==> config.mk <==
export PLATFORM = sky130hd
export DESIGN_NAME = fifo_uart_tx
export DESIGN_NICKNAME = d
export VERILOG_FILES = /design/src/rtl/fifo_uart_tx_pkg.sv /design/src/rtl/fifo_uart_tx_bit_timer.sv /design/src/rtl/fifo_uart_tx.sv
export SDC_FILE = /design/constraint.sdc
export NUM_CORES = 1
export LEC_CHECK = 0
export ABC_AREA = 1
export CAP_MARGIN = 30
export CORE_MARGIN = 8
export CORE_UTILIZATION = 56
export CTS_CLUSTER_SIZE = 28
export DETAILED_ROUTE_END_ITERATION = 8
export PLACE_DENSITY = 0.91
export SKIP_LAST_GASP = 1
export SLEW_MARGIN = 20
export SYNTH_ARGS = -nofsm -noshare
export SYNTH_HDL_FRONTEND = slang
export SYNTH_SLANG_ARGS = --single-unit
export TNS_END_PERCENT = 100
==> constraint.sdc <==
create_clock -name clk -period 4.15 [get_ports clk]
set_clock_uncertainty 0.2 [all_clocks]
set_input_delay 0.83 -clock clk [delete_from_list [all_inputs] [get_ports clk]]
set_output_delay 0.83 -clock clk [all_outputs]
set_load 0.05 [all_outputs]
==> src/rtl/fifo_uart_tx_pkg.sv <==
`default_nettype none
//==============================================================================
// Module  : fifo_uart_tx_pkg
// Brief   : Shared states, serial line levels and sizing helper for fifo_uart_tx
// Revision: 1.0 - initial release
//==============================================================================
package fifo_uart_tx_pkg;

    typedef enum logic [2:0] {
        IDLE  = 3'd0,
        POP   = 3'd1,
        WAIT  = 3'd2,
        START = 3'd3,
        DATA  = 3'd4,
        STOP  = 3'd5
    } state_t;

    localparam logic START_BIT = 1'b0;
    localparam logic STOP_BIT  = 1'b1;

    // Width of a counter spanning 0..clks_per_bit-1 (never below one bit).
    function automatic int timer_width(input int clks_per_bit);
        return (clks_per_bit > 1) ? $clog2(clks_per_bit) : 1;
    endfunction

endpackage

`default_nettype wire

==> src/rtl/fifo_uart_tx_bit_timer.sv <==
`default_nettype none
//==============================================================================
// Module  : bit_timer
// Brief   : Free-running 0..CLKS_PER_BIT-1 counter flagging the last cycle of a bit
// Revision: 1.0 - initial release
//==============================================================================
module bit_timer
    import fifo_uart_tx_pkg::*;
#(
    parameter int CLKS_PER_BIT = 16
) (
    input  logic clk,
    input  logic reset,
    input  logic clear,
    output logic bit_end
);

    localparam int                 c_CNT_W = timer_width(CLKS_PER_BIT);
    localparam logic [c_CNT_W-1:0] c_LAST  = c_CNT_W'(CLKS_PER_BIT - 1);

    logic [c_CNT_W-1:0] r_count;

    always_ff @(posedge clk or negedge reset) begin
        if (!reset) begin
            r_count <= '0;
        end else if (clear || (r_count == c_LAST)) begin
            r_count <= '0;
        end else begin
            r_count <= r_count + 1'b1;
        end
    end

    assign bit_end = (r_count == c_LAST);

endmodule

`default_nettype wire

==> src/rtl/fifo_uart_tx.sv <==
`default_nettype none
//==============================================================================
// Module  : fifo_uart_tx
// Brief   : Pops words from a FIFO read port and sends each as a start/data/stop frame
// Revision: 1.0 - initial release
//==============================================================================
module fifo_uart_tx
    import fifo_uart_tx_pkg::*;
#(
    parameter int WIDTH        = 8,
    parameter int CLKS_PER_BIT = 16,
    parameter int RD_LATENCY   = 1
) (
    input  logic             clk,
    input  logic             reset,
    input  logic             enable,
    input  logic             fifo_empty,
    input  logic [WIDTH-1:0] fifo_data,
    output logic             fifo_read,
    output logic             tx,
    output logic             busy,
    output logic             frame_done,
    output logic [7:0]       frames_sent
);

    localparam int                  c_IDX_W     = (WIDTH > 1) ? $clog2(WIDTH) : 1;
    localparam int                  c_WAIT_W    = (RD_LATENCY > 1) ? $clog2(RD_LATENCY) : 1;
    localparam logic [c_IDX_W-1:0]  c_LAST_IDX  = c_IDX_W'(WIDTH - 1);
    localparam logic [c_WAIT_W-1:0] c_LAST_WAIT = c_WAIT_W'(RD_LATENCY - 1);

    state_t              r_state;
    state_t              w_state_next;
    logic [WIDTH-1:0]    r_shift;
    logic [c_IDX_W-1:0]  r_bit_idx;
    logic [c_WAIT_W-1:0] r_wait_cnt;
    logic [7:0]          r_frames_sent;
    logic                w_bit_end;
    logic                w_timer_clear;
    logic                w_start_ok;
    logic                w_wait_done;

    assign w_start_ok    = enable && !fifo_empty;
    assign w_wait_done   = (r_wait_cnt == c_LAST_WAIT);
    // Holding the timer clear outside the frame makes it restart at 0 on entry to START.
    assign w_timer_clear = (r_state == IDLE) || (r_state == POP) || (r_state == WAIT);

    bit_timer #(
        .CLKS_PER_BIT (CLKS_PER_BIT)
    ) u_bit_timer (
        .clk     (clk),
        .reset   (reset),
        .clear   (w_timer_clear),
        .bit_end (w_bit_end)
    );

    always_ff @(posedge clk or negedge reset) begin
        if (!reset) begin
            r_state <= IDLE;
        end else begin
            r_state <= w_state_next;
        end
    end

    always_comb begin
        w_state_next = r_state;
        case (r_state)
            IDLE:    if (w_start_ok) w_state_next = POP;
            POP:     w_state_next = WAIT;
            WAIT:    if (w_wait_done) w_state_next = START;
            START:   if (w_bit_end) w_state_next = DATA;
            DATA:    if (w_bit_end && (r_bit_idx == c_LAST_IDX)) w_state_next = STOP;
            STOP:    if (w_bit_end) w_state_next = w_start_ok ? POP : IDLE;
            default: w_state_next = IDLE;
        endcase
    end

    always_ff @(posedge clk or negedge reset) begin
        if (!reset) begin
            r_shift       <= '0;
            r_bit_idx     <= '0;
            r_wait_cnt    <= '0;
            r_frames_sent <= '0;
        end else begin
            if ((r_state == WAIT) && !w_wait_done) begin
                r_wait_cnt <= r_wait_cnt + 1'b1;
            end else begin
                r_wait_cnt <= '0;
            end

            // The word is captured once; later fifo_data activity cannot disturb the frame.
            if ((r_state == WAIT) && w_wait_done) begin
                r_shift <= fifo_data;
            end

            if (w_bit_end) begin
                if ((r_state == START) || ((r_state == DATA) && (r_bit_idx == c_LAST_IDX))) begin
                    r_bit_idx <= '0;
                end else if (r_state == DATA) begin
                    r_bit_idx <= r_bit_idx + 1'b1;
                end
            end

            if ((r_state == STOP) && w_bit_end) begin
                r_frames_sent <= r_frames_sent + 8'd1;
            end
        end
    end

    always_comb begin
        tx         = STOP_BIT;
        fifo_read  = 1'b0;
        frame_done = 1'b0;
        busy       = (r_state != IDLE);
        case (r_state)
            POP:     fifo_read  = 1'b1;
            START:   tx         = START_BIT;
            DATA:    tx         = r_shift[r_bit_idx];
            STOP:    frame_done = w_bit_end;
            default: tx         = STOP_BIT;
        endcase
    end

    assign frames_sent = r_frames_sent;

endmodule

`default_nettype wire

==> load_flow_metrics.sql, run 1 <==
INSERT INTO impl_metrics (metric_group, metric, value, unit) VALUES
('run_status', 'status', 'finished clean', ''),
('yosys', 'synth.net_count', '194', ''),
('global_routing', 'largest_net_degree_at_the_start_of_global_routing', '28', ''),
('setup_path', 'reg_to_reg_start', 'r_bit_idx[0]$_DFFE_PN0P_', ''),
('setup_path', 'r2r_cells', '7', ''),
('timing', 'setup_total_negative_slack', '0', 'ns'),
('global_routing', 'grt_use_total', '13.4', '%'),
('timing', 'timing.slew.headroom', '61.5', '%'),
('timing', 'final.min_clock_period', '3.44', 'ns'),
('floorplanning', 'placementRows', '18', ''),
('timing', 'rsz0062_at_grt', 'false', ''),
('clock_tree', 'clock_slew_seen_by_the_registers_of_the_worst_setup_and_hold_paths', '0.14', 'ns'),
('setup_path', 'regToRegEndpoint', 'r_state[1]$_DFFE_PN0P_', ''),
('setup_path', 'timing_worst_setup_path_type', 'flop to primary output', ''),
('job', 'cap_violations', '0', ''),
('layout', 'leading_cell_type_in_the_layout_fill_and_taps_excluded', 'sky130_fd_sc_hd__nand2_1', ''),
('clock_tree', 'cts_resized', '0', ''),
('setup_path', 'worst-r2r-setup-slack', '2.31', 'ns'),
('route', 'detail_route.wirelength', '2800', 'microns'),
('setup_path', 'timing.critical_path.slowest_stage_cell', 'sky130_fd_sc_hd__clkdlybuf4s50_1', ''),
('yosys', 'mappedNetlistArea', '1430', 'sq um'),
('setup_path', 'timing.critical_path.required', '3.12', 'ns'),
('yosys', 'number_of_warnings_printed_during_yosys_synthesis', '0', ''),
('route', 'route.antenna.remaining_nets', '0', ''),
('global_routing', 'grt_remaining_overflow', '0', ''),
('setup_path', 'critPathTopFamily', 'buffers and inverters', ''),
('clock_tree', 'cts-buffers-inserted', '3', ''),
('clock_tree', 'cts.sinks', '27', ''),
('placement', 'detailedPlacementHpwl', '2210', 'microns'),
('setup_path', 'worst-endpoint-arrival', '2.41', 'ns'),
('layout', 'areaGrowthSynthToFinish', '18.2', '%'),
('route', 'detailedRoute.firstIterationViolations', '58', ''),
('setup_path', 'cp_cell_sequence', 'ha_1 -> nand3_2 -> nor2_2 -> clkdlybuf4s50_1', ''),
('timing', 'min_period_over_period', '82.8', '%'),
('setup_path', 'critPathMaxFanout', '11', ''),
('clock_tree', 'cts-htree-levels', '1', ''),
('power_and_ir_drop', 'p_leak', '0.000849', 'uW'),
('global_routing', 'grt_first_pass_wirelength', '4710', 'microns'),
('yosys', 'synth_top_cell_by_area', 'sky130_fd_sc_hd__dfrtp_1', ''),
('power_and_ir_drop', 'peakVddDrop', '376', 'uV'),
('layout', 'post_route_cells_drive_above_1_share', '7.46', '%'),
('floorplanning', 'floorplan.io_pins', '24', ''),
('global_routing', 'grt_antenna_before_repair', '0', ''),
('timing', 'tightestPinTransition', '0.577', 'ns'),
('clock_tree', 'insertion_delay', '0.32', 'ns'),
('floorplanning', 'core_area', '2450', 'sq um'),
('yosys', 'post-synth-top-area-fraction', '47.2', '%'),
('yosys', 'syn_avg_cell_area', '8.03', 'sq um'),
('floorplanning', 'design.die.area', '4430', 'sq um'),
('floorplanning', 'start_util', '58.3', '%'),
('layout', 'final_core_utilization', '68.9', '%'),
('power_and_ir_drop', 'total_power', '864', 'uW'),
('yosys', 'synth.lib_cells_used.distinct', '27', ''),
('route', 'drt-pass1-iter-count', '4', ''),
('hold_path', 'hp-start', 'u_bit_timer.r_count[0]$_DFF_PN0_', ''),
('clock_tree', 'cts_max_path_buffers', '2', ''),
('placement', 'gp_congestion', '0.879', ''),
('timing', 'fmaxAchievable', '291', 'MHz'),
('clock_tree', 'tritoncts', 'yes', ''),
('yosys', 'ys_seq_elements', '27', ''),
('setup_path', 'critPathLaunchType', 'flop', ''),
('global_routing', 'grt_pass1_vias', '1154', ''),
('setup_path', 'critical_path.max_stage_delay', '0.89', 'ns'),
('setup_path', 'critical_path.endpoint_type', 'primary output', ''),
('timing', 'setup_viol', '0', ''),
('setup_path', 'cp.buffers_inverters', '1', ''),
('hold_path', 'worst_hold_path.endpoint', 'u_bit_timer.r_count[0]$_DFF_PN0_', ''),
('floorplanning', 'die_height', '66.5', 'microns'),
('timing', 'timing_max_transition_violations_final', '0', ''),
('hold_path', 'holdCritPathClass', 'flop to flop', ''),
('yosys', 'synth_sequential_area_ratio', '47.2', '%');
==> registers in the layout (all words and copies together) (netlist names) <==
register             cells
r_shift                  8
r_state                  3
frames_sent              8
r_wait_cnt               1
r_bit_idx                3
u_bit_timer.r_count      4
==> cell type report <==
| type | count | area [sq um] |
|---|---|---|
| repair buffers | 23 | 225 |
| multi-input cells | 119 | 621 |
| flip-flops and latches | 27 | 676 |
| clock buffers | 4 | 26.3 |
| well taps | 30 | 37.5 |
| inverters | 28 | 105 |
| fillers | 193 | 764 |
==> cells in the mapped netlist (all sizes together) <==
master and count:
nand2 44, dfrtp 27, inv 27, nor2 19, nand3 18, o21ai 10
a21oi 6, nand4 6, ha 4, xnor2 4, buf 3, xor2 3
a21boi 1, a31oi 1, clkbuf 1, clkinv 1, conb 1, nor3 1
or2 1
==> power breakdown <==
part           switching (uW)  internal [uW]  total [uW]
sequential               54.4            328         382
clock                    72.9           37.6         111
combinational             242            129         371
==> how the worst max path moves through the flow <==
| stage | startpoint | to | cells past startpoint |
|---|---|---|---|
| after global placement | u_bit_timer.r_count[0]$_DFF_PN0_ | frame_done | 4 |
| after CTS | u_bit_timer.r_count[0]$_DFF_PN0_ | frame_done | 4 |
| after global routing | u_bit_timer.r_count[0]$_DFF_PN0_ | frame_done | 4 |
| after detailed placement | u_bit_timer.r_count[0]$_DFF_PN0_ | frame_done | 4 |
| after floorplan | r_state[1]$_DFFE_PN0P_ | fifo_read | 2 |
| final | u_bit_timer.r_count[0]$_DFF_PN0_ | frame_done | 4 |
==> worst register-to-register path, cell delays in order, from the launching register on <==
cell                      delay (ns)
sky130_fd_sc_hd__dfrtp_1        0.52
sky130_fd_sc_hd__ha_1           0.21
sky130_fd_sc_hd__ha_1           0.17
sky130_fd_sc_hd__inv_1          0.04
sky130_fd_sc_hd__o21ai_0        0.37
sky130_fd_sc_hd__nand3_1        0.13
sky130_fd_sc_hd__nand2_1        0.08
sky130_fd_sc_hd__nand2_1        0.05
==> logic make-up after synthesis <==
logic type | synth area share (%)
buffers and inverters | 9.36
other | 0.262
flip-flops | 47.2
adder cells (fa/ha/maj) | 3.50
AO/OA/AOI/OAI | 6.56
AND/OR/NAND/NOR | 28.8
XOR/XNOR | 4.29
==> per-layer routing <==
layer,track usage (%),vias up,part of all wire [%]
met5,0,-,0
met4,6.13,0,1.6
met3,3.52,6,5.2
met2,22.3,30,50
met1,15.6,536,43
li1,-,604,-
==> stage by stage <==
stage	cell area (sq um)	instances	setup slack [ns]
final	1690	231	0.713
after global routing	1690	231	0.560
after CTS	1690	231	0.704
after detailed placement	1660	227	1.10
after global placement	1670	227	1.17
after floorplan	1430	178	1.54
Note: power is estimated with default switching activity, not from simulation.
==> run 2: changes to the inputs <==
Settings changed: CORE_UTILIZATION 56 to 52, PLACE_DENSITY 0.91 to 0.86.
Clock period 4.15 ns to 3.3 ns, I/O delays scaled along.
==> run 2 against run 1 <==
  * Worst setup slack worse by 0.43 ns
  * First-iteration DRC count up 10%
  * Power up 25%
  * Critical path depth up 2
  * Sequential power up 26%
  * Wire length down 4.4%
  * Worst hold slack better by 0.021 ns
  * Sequential cell count unchanged
  * Cell area up 1.3%
  * Sequential share of layout area down 0.50 points
  * Largest cell class unchanged
==> load_flow_metrics.sql, run 2 (synthesized netlist as in run 1, its figures left out) <==
INSERT INTO impl_metrics (metric_group, metric, value, unit) VALUES
('power_and_ir_drop', 'peakVddDrop', '528', 'uV'),
('setup_path', 'r2r_cells', '7', ''),
('setup_path', 'worst-endpoint-arrival', '2.15', 'ns'),
('setup_path', 'critPathLaunchType', 'flop', ''),
('layout', 'post_route_cells_drive_above_1_share', '7.88', '%'),
('hold_path', 'worst_hold_path.endpoint', 'u_bit_timer.r_count[0]$_DFF_PN0_', ''),
('layout', 'num_antenna_cells', '0', ''),
('timing', 'worst_hold_slack', '0.295', 'ns'),
('floorplanning', 'placementRows', '19', ''),
('route', 'route.antenna.remaining_nets', '0', ''),
('layout', 'areaGrowthSynthToFinish', '19.7', '%'),
('hold_path', 'min_path_cells', '1', ''),
('clock_tree', 'cts-htree-levels', '1', ''),
('global_routing', 'grt_use_total', '13.4', '%'),
('clock_tree', 'cts_resized', '0', ''),
('power_and_ir_drop', 'total_power', '1080', 'uW'),
('layout', 'final_core_utilization', '63.7', '%'),
('setup_path', 'critPathMaxFanout', '10', ''),
('route', 'via_count', '1143', ''),
('placement', 'detailedPlacementHpwl', '2090', 'microns'),
('clock_tree', 'cts_max_path_buffers', '2', ''),
('floorplanning', 'die_height', '68.4', 'microns'),
('timing', 'timing_max_transition_violations_final', '0', ''),
('clock_tree', 'cts.hold.buffers_added', '0', ''),
('placement', 'post-place-cells', '230', ''),
('clock_tree', 'cts.sinks', '27', ''),
('clock_tree', 'tritoncts', 'yes', ''),
('route', 'detail_route.drc_violations', '0', ''),
('global_routing', 'largest_net_degree_at_the_start_of_global_routing', '28', ''),
('timing', 'min_period_over_period', '91.4', '%'),
('floorplanning', 'floorplan.io_pins', '24', ''),
('setup_path', 'regToRegEndpoint', 'r_state[1]$_DFFE_PN0P_', ''),
('setup_path', 'critical_path.endpoint_type', 'primary output', ''),
('timing', 'timing.slew.headroom', '66.5', '%'),
('clock_tree', 'clk_root_buffer_cell', 'sky130_fd_sc_hd__clkbuf_4', ''),
('layout', 'stdcell_count', '234', ''),
('floorplanning', 'die_w', '68.4', 'microns'),
('timing', 'rsz0062_at_grt', 'false', ''),
('route', 'detail_route.wl_per_cell', '11.4', 'microns'),
('clock_tree', 'cts-buffers-inserted', '3', ''),
('setup_path', 'timing.critical_path.required', '2.44', 'ns'),
('layout', 'finalNetCount', '220', ''),
('placement', 'placement.io_buffers', '23', ''),
('floorplanning', 'core_area', '2690', 'sq um'),
('clock_tree', 'cts_setup_buffers', '0', ''),
('timing', 'setup_total_negative_slack', '0', 'ns'),
('global_routing', 'grt_antenna_before_repair', '0', ''),
('timing', 'final.min_clock_period', '3.01', 'ns'),
('hold_path', 'holdCritPathClass', 'flop to flop', ''),
('layout', 'final.fill_count', '231', ''),
('setup_path', 'worst-r2r-setup-slack', '1.56', 'ns'),
('route', 'viasPerCell', '4.88', ''),
('global_routing', 'grt_first_pass_wirelength', '4820', 'microns'),
('floorplanning', 'start_util', '53.2', '%'),
('placement', 'gp_congestion', '0.832', ''),
('floorplanning', 'design.die.area', '4680', 'sq um'),
('clock_tree', 'insertion_delay', '0.32', 'ns'),
('run_status', 'status', 'finished clean', ''),
('setup_path', 'timing_worst_setup_path_type', 'flop to primary output', ''),
('route', 'detailedRoute.firstIterationViolations', '64', ''),
('global_routing', 'grt_remaining_overflow', '0', ''),
('power_and_ir_drop', 'p_leak', '0.000860', 'uW'),
('layout', 'leading_cell_type_in_the_layout_fill_and_taps_excluded', 'sky130_fd_sc_hd__nand2_1', ''),
('timing', 'setup_viol', '0', ''),
('timing', 'fmaxAchievable', '332', 'MHz'),
('route', 'detail_route.wirelength', '2680', 'microns'),
('layout', 'layout.cells.most_common_list', '43 x sky130_fd_sc_hd__nand2_1, 27 x sky130_fd_sc_hd__dfrtp_1, 25 x sky130_fd_sc_hd__inv_1', ''),
('timing', 'finalHoldViolations', '0', ''),
('job', 'cap_violations', '0', ''),
('timing', 'tightestPinTransition', '0.500', 'ns'),
('global_routing', 'grt_pass1_vias', '1153', ''),
('setup_path', 'reg_to_reg_start', 'r_bit_idx[0]$_DFFE_PN0P_', ''),
('clock_tree', 'clock_slew_seen_by_the_registers_of_the_worst_setup_and_hold_paths', '0.13', 'ns'),
('hold_path', 'hp-start', 'u_bit_timer.r_count[0]$_DFF_PN0_', ''),
('power_and_ir_drop', 'power-per-cell-area', '632', 'nW/um^2'),
('route', 'drt-pass1-iter-count', '4', '');
## run 2: cell types whose count changed in the layout (fill, tap and decap cells not counted), sizes merged
cell | previous run | this run
buf | 1 | 2
clkdlybuf4s50 | 22 | 23
## run 2: per-stage QoR
stage	setup slack [ns]	instance area [sq um]
floorplan	0.858	1430
global placement	0.695	1690
detailed placement	0.648	1690
CTS	0.268	1710
global route	0.123	1710
finish	0.285	1710
## run 2: how the worst max path moves through the flow
stage,cells after the start,start,to,slack [ns]
6_report,6,r_state[1]$_DFFE_PN0P_,tx,0.29
4_1_cts,6,r_state[1]$_DFFE_PN0P_,tx,0.27
3_5_place_dp,6,r_state[1]$_DFFE_PN0P_,tx,0.65
3_3_place_gp,6,r_state[1]$_DFFE_PN0P_,tx,0.70
2_1_floorplan,2,r_state[1]$_DFFE_PN0P_,fifo_read,0.86
5_1_grt,6,r_state[1]$_DFFE_PN0P_,tx,0.12
## run 2: area by class of cell
cell class | instances | area [sq um] | share of cell area, %
Clock buffer | 4 | 26.3 | 1.54
Timing Repair Buffer | 25 | 245 | 14.3
Tap cell | 31 | 38.8 | 2.27
Inverter | 28 | 105 | 6.14
Sequential cell | 27 | 676 | 39.5
Multi-Input combinational cell | 119 | 621 | 36.3
## run 2: report_power, final
group	switching [uW]	total, uW	leakage (uW)	internal, uW
Sequential	70.0	482	0.000344	412
Combinational	300	463	0.000501	164
Clock	89.4	137	0.0000150	47.4
Total	459	1080	0.000860	623
## run 2: layer usage
metal / share of wire, % / routed length [microns] / GRT usage [%]
met5: 0 / 0 / 0
met4: 2.4 / 65 / 7.67
met3: 2.7 / 73 / 1.64
met2: 48 / 1290 / 22.4
met1: 47 / 1250 / 16.1
## run 2: worst max-delay path: stages (launching register included)
cell,delay (ns)
sky130_fd_sc_hd__dfrtp_1,0.51
sky130_fd_sc_hd__nor2_2,0.22
sky130_fd_sc_hd__nand2_1,0.11
sky130_fd_sc_hd__inv_1,0.08
sky130_fd_sc_hd__nand3_1,0.07
sky130_fd_sc_hd__nand2_1,0.06
sky130_fd_sc_hd__clkdlybuf4s50_1,0.79
==> variant: new RTL, settings of run 2 <==
`CLKS_PER_BIT` is set to 16 in 2 places; all go to 32.
--- a/src/rtl/fifo_uart_tx_bit_timer.sv
+++ b/src/rtl/fifo_uart_tx_bit_timer.sv
@@ -9,3 +9,3 @@
 #(
-    parameter int CLKS_PER_BIT = 16
+    parameter int CLKS_PER_BIT = 32
 ) (
--- a/src/rtl/fifo_uart_tx.sv
+++ b/src/rtl/fifo_uart_tx.sv
@@ -10,3 +10,3 @@
     parameter int WIDTH        = 8,
-    parameter int CLKS_PER_BIT = 16,
+    parameter int CLKS_PER_BIT = 32,
     parameter int RD_LATENCY   = 1
Check against the original RTL: same outputs for any inputs over 10 cycles, from zero or initial values and one cycle with reset low; that may be too few to reach the edited logic, so the function may still have changed.
==> variant against run 2 <==
Area after synthesis rose by 3.5%. Design area grew 2.4%. Total power about the same. First-iteration DRC count fell by 1.6%. Wire length fell by 2.5%. Setup slack got worse by 0.12 ns. Sequential cell count increased by 1. Utilization is 0.40 points higher.
==> variant: results (changes against run 2) <==
status complete, no violations; antenna violations before repair 0 (unchanged); WL final 2610 microns (-2.5%); WL/cell 10.9 microns (-5.0%); synth warn 0 (unchanged); Leak Pwr 0.882 nW (+2.6%); via count 1180 (+3.2%); Hold WC Path Type reg -> reg; first-pass GRT wire length 4640 microns (-3.7%); CP Max Fanout 9 (-1); Critical Path AT 2.27 ns (+0.12 ns); drt pass-1 iters 4 (unchanged); Port Buffers 23 (unchanged); largest net degree at the start of global routing 29 (+3.6%); vias in the first global route 1091 (-5.4%); HPWL Detailed 2030 microns (-2.8%); Slew @ Worst Pin 0.501 ns (+0.000705 ns); Clock Latency Late Sink 0.31 ns; CTS resizes 0 (unchanged); Crit path largest cell delay 0.79 ns (about the same); family with the most delay on the worst path buffers and inverters; async set-reset flop share out of synthesis 1.00 (unchanged); Post-CTS Setup Inserts 0 (unchanged); synth unique cells 20 (-26%); syn nets 203 (+4.6%); share of cells above drive strength 1 0.0622 (-0.0166); CTS root buf clkbuf_4; clock slew at reported path FFs 0.14 ns; fill cell count 238 (+3.0%); CTS Buffer Depth 2 (unchanged); Main synth FF type dfrtp_1; Post-Syn Area per Cell 8.00 sq um (-0.42%); GRT Resource Usage Total 0.110 (-0.0236); Peak supply drop 0.643 mV (+22%); Post-synth top cells 49 x nand2_1, 28 x dfrtp_1, 22 x nor2_1; top post-synthesis cells by area dfrtp_1 47%, nand2_1 12%, nand3_1 6.8%, nor2_1 5.6%, inv_1 5.3%; antenna cell count 0 (unchanged); Num CTS Buffers 3 (unchanged); H-tree levels 1 (unchanged); GPL Wtd Cong 0.896 (+7.7%); DP Cell Count 236 (+2.6%); Iter 0 DRT Violations 63 (-1.6%); Seq/Total Area, Yosys 0.473 (+0.000932); number of nets in the layout 228 (+3.6%); Crit-path slowest cell clkdlybuf4s50_1
## variant: cells by family after synthesis
kind of cell | synth area share
AOI/OAI and AO/OA | 0.0626
xor gates and xnor gates | 0.0355
adders and majority gates | 0.0507
buffers and inverters | 0.0862
DFF | 0.473
other | 0.00253
and+or+nand+nor | 0.289
## variant: stage by stage
step	instance area [sq um]	setup WS (ns)	hold slack [ns]
2_1_floorplan	1480	1.13	0.164
3_3_place_gp	1720	0.583	0.253
3_5_place_dp	1720	0.530	0.253
4_1_cts	1750	0.163	0.272
5_1_grt	1750	0.0153	0.310
6_report	1750	0.170	0.272
## variant: worst paths after layout
| kind | from | end | slack, ns | depth (start not counted) |
|---|---|---|---|---|
| min reg2reg | u_bit_timer.r_count[0] | u_bit_timer.r_count[0] | 0.27 | 1 |
| max in group asynchronous | reset | frames_sent[5] | 2.14 | 2 |
| max reg2reg | u_bit_timer.r_count[0] | frames_sent[4] | 1.38 | 8 |
| max | r_state[0] | tx | 0.17 | 6 |
| min | u_bit_timer.r_count[0] | u_bit_timer.r_count[0] | 0.27 | 1 |
| min in group asynchronous | reset | r_wait_cnt | 0.50 | 2 |
## variant: per-layer routing
metal | share of wire | wire [microns] | vias to the layer above | global-route usage
met3 | 0.028 | 74 | 2 | 0.0200
met2 | 0.48 | 1240 | 12 | 0.180
met4 | 0.010 | 26 | 0 | 0.0456
met1 | 0.48 | 1270 | 535 | 0.138
li1 | - | - | 631 | -
met5 | 0 | 0 | - | 0
## variant: final cells by class
type                       count  area share
inverter                      24      0.0514
tap                           31      0.0221
timing repair buffer          24       0.134
multi-input combinational    129       0.372
sequential                    28       0.400
clock buffer                   4      0.0207
## variant: power by group
group	total [mW]	switching, mW	internal [mW]
Clock	0.162	0.0946	0.0673
Combinational	0.438	0.282	0.156
Sequential	0.482	0.0634	0.419
Total	1.08	0.440	0.642
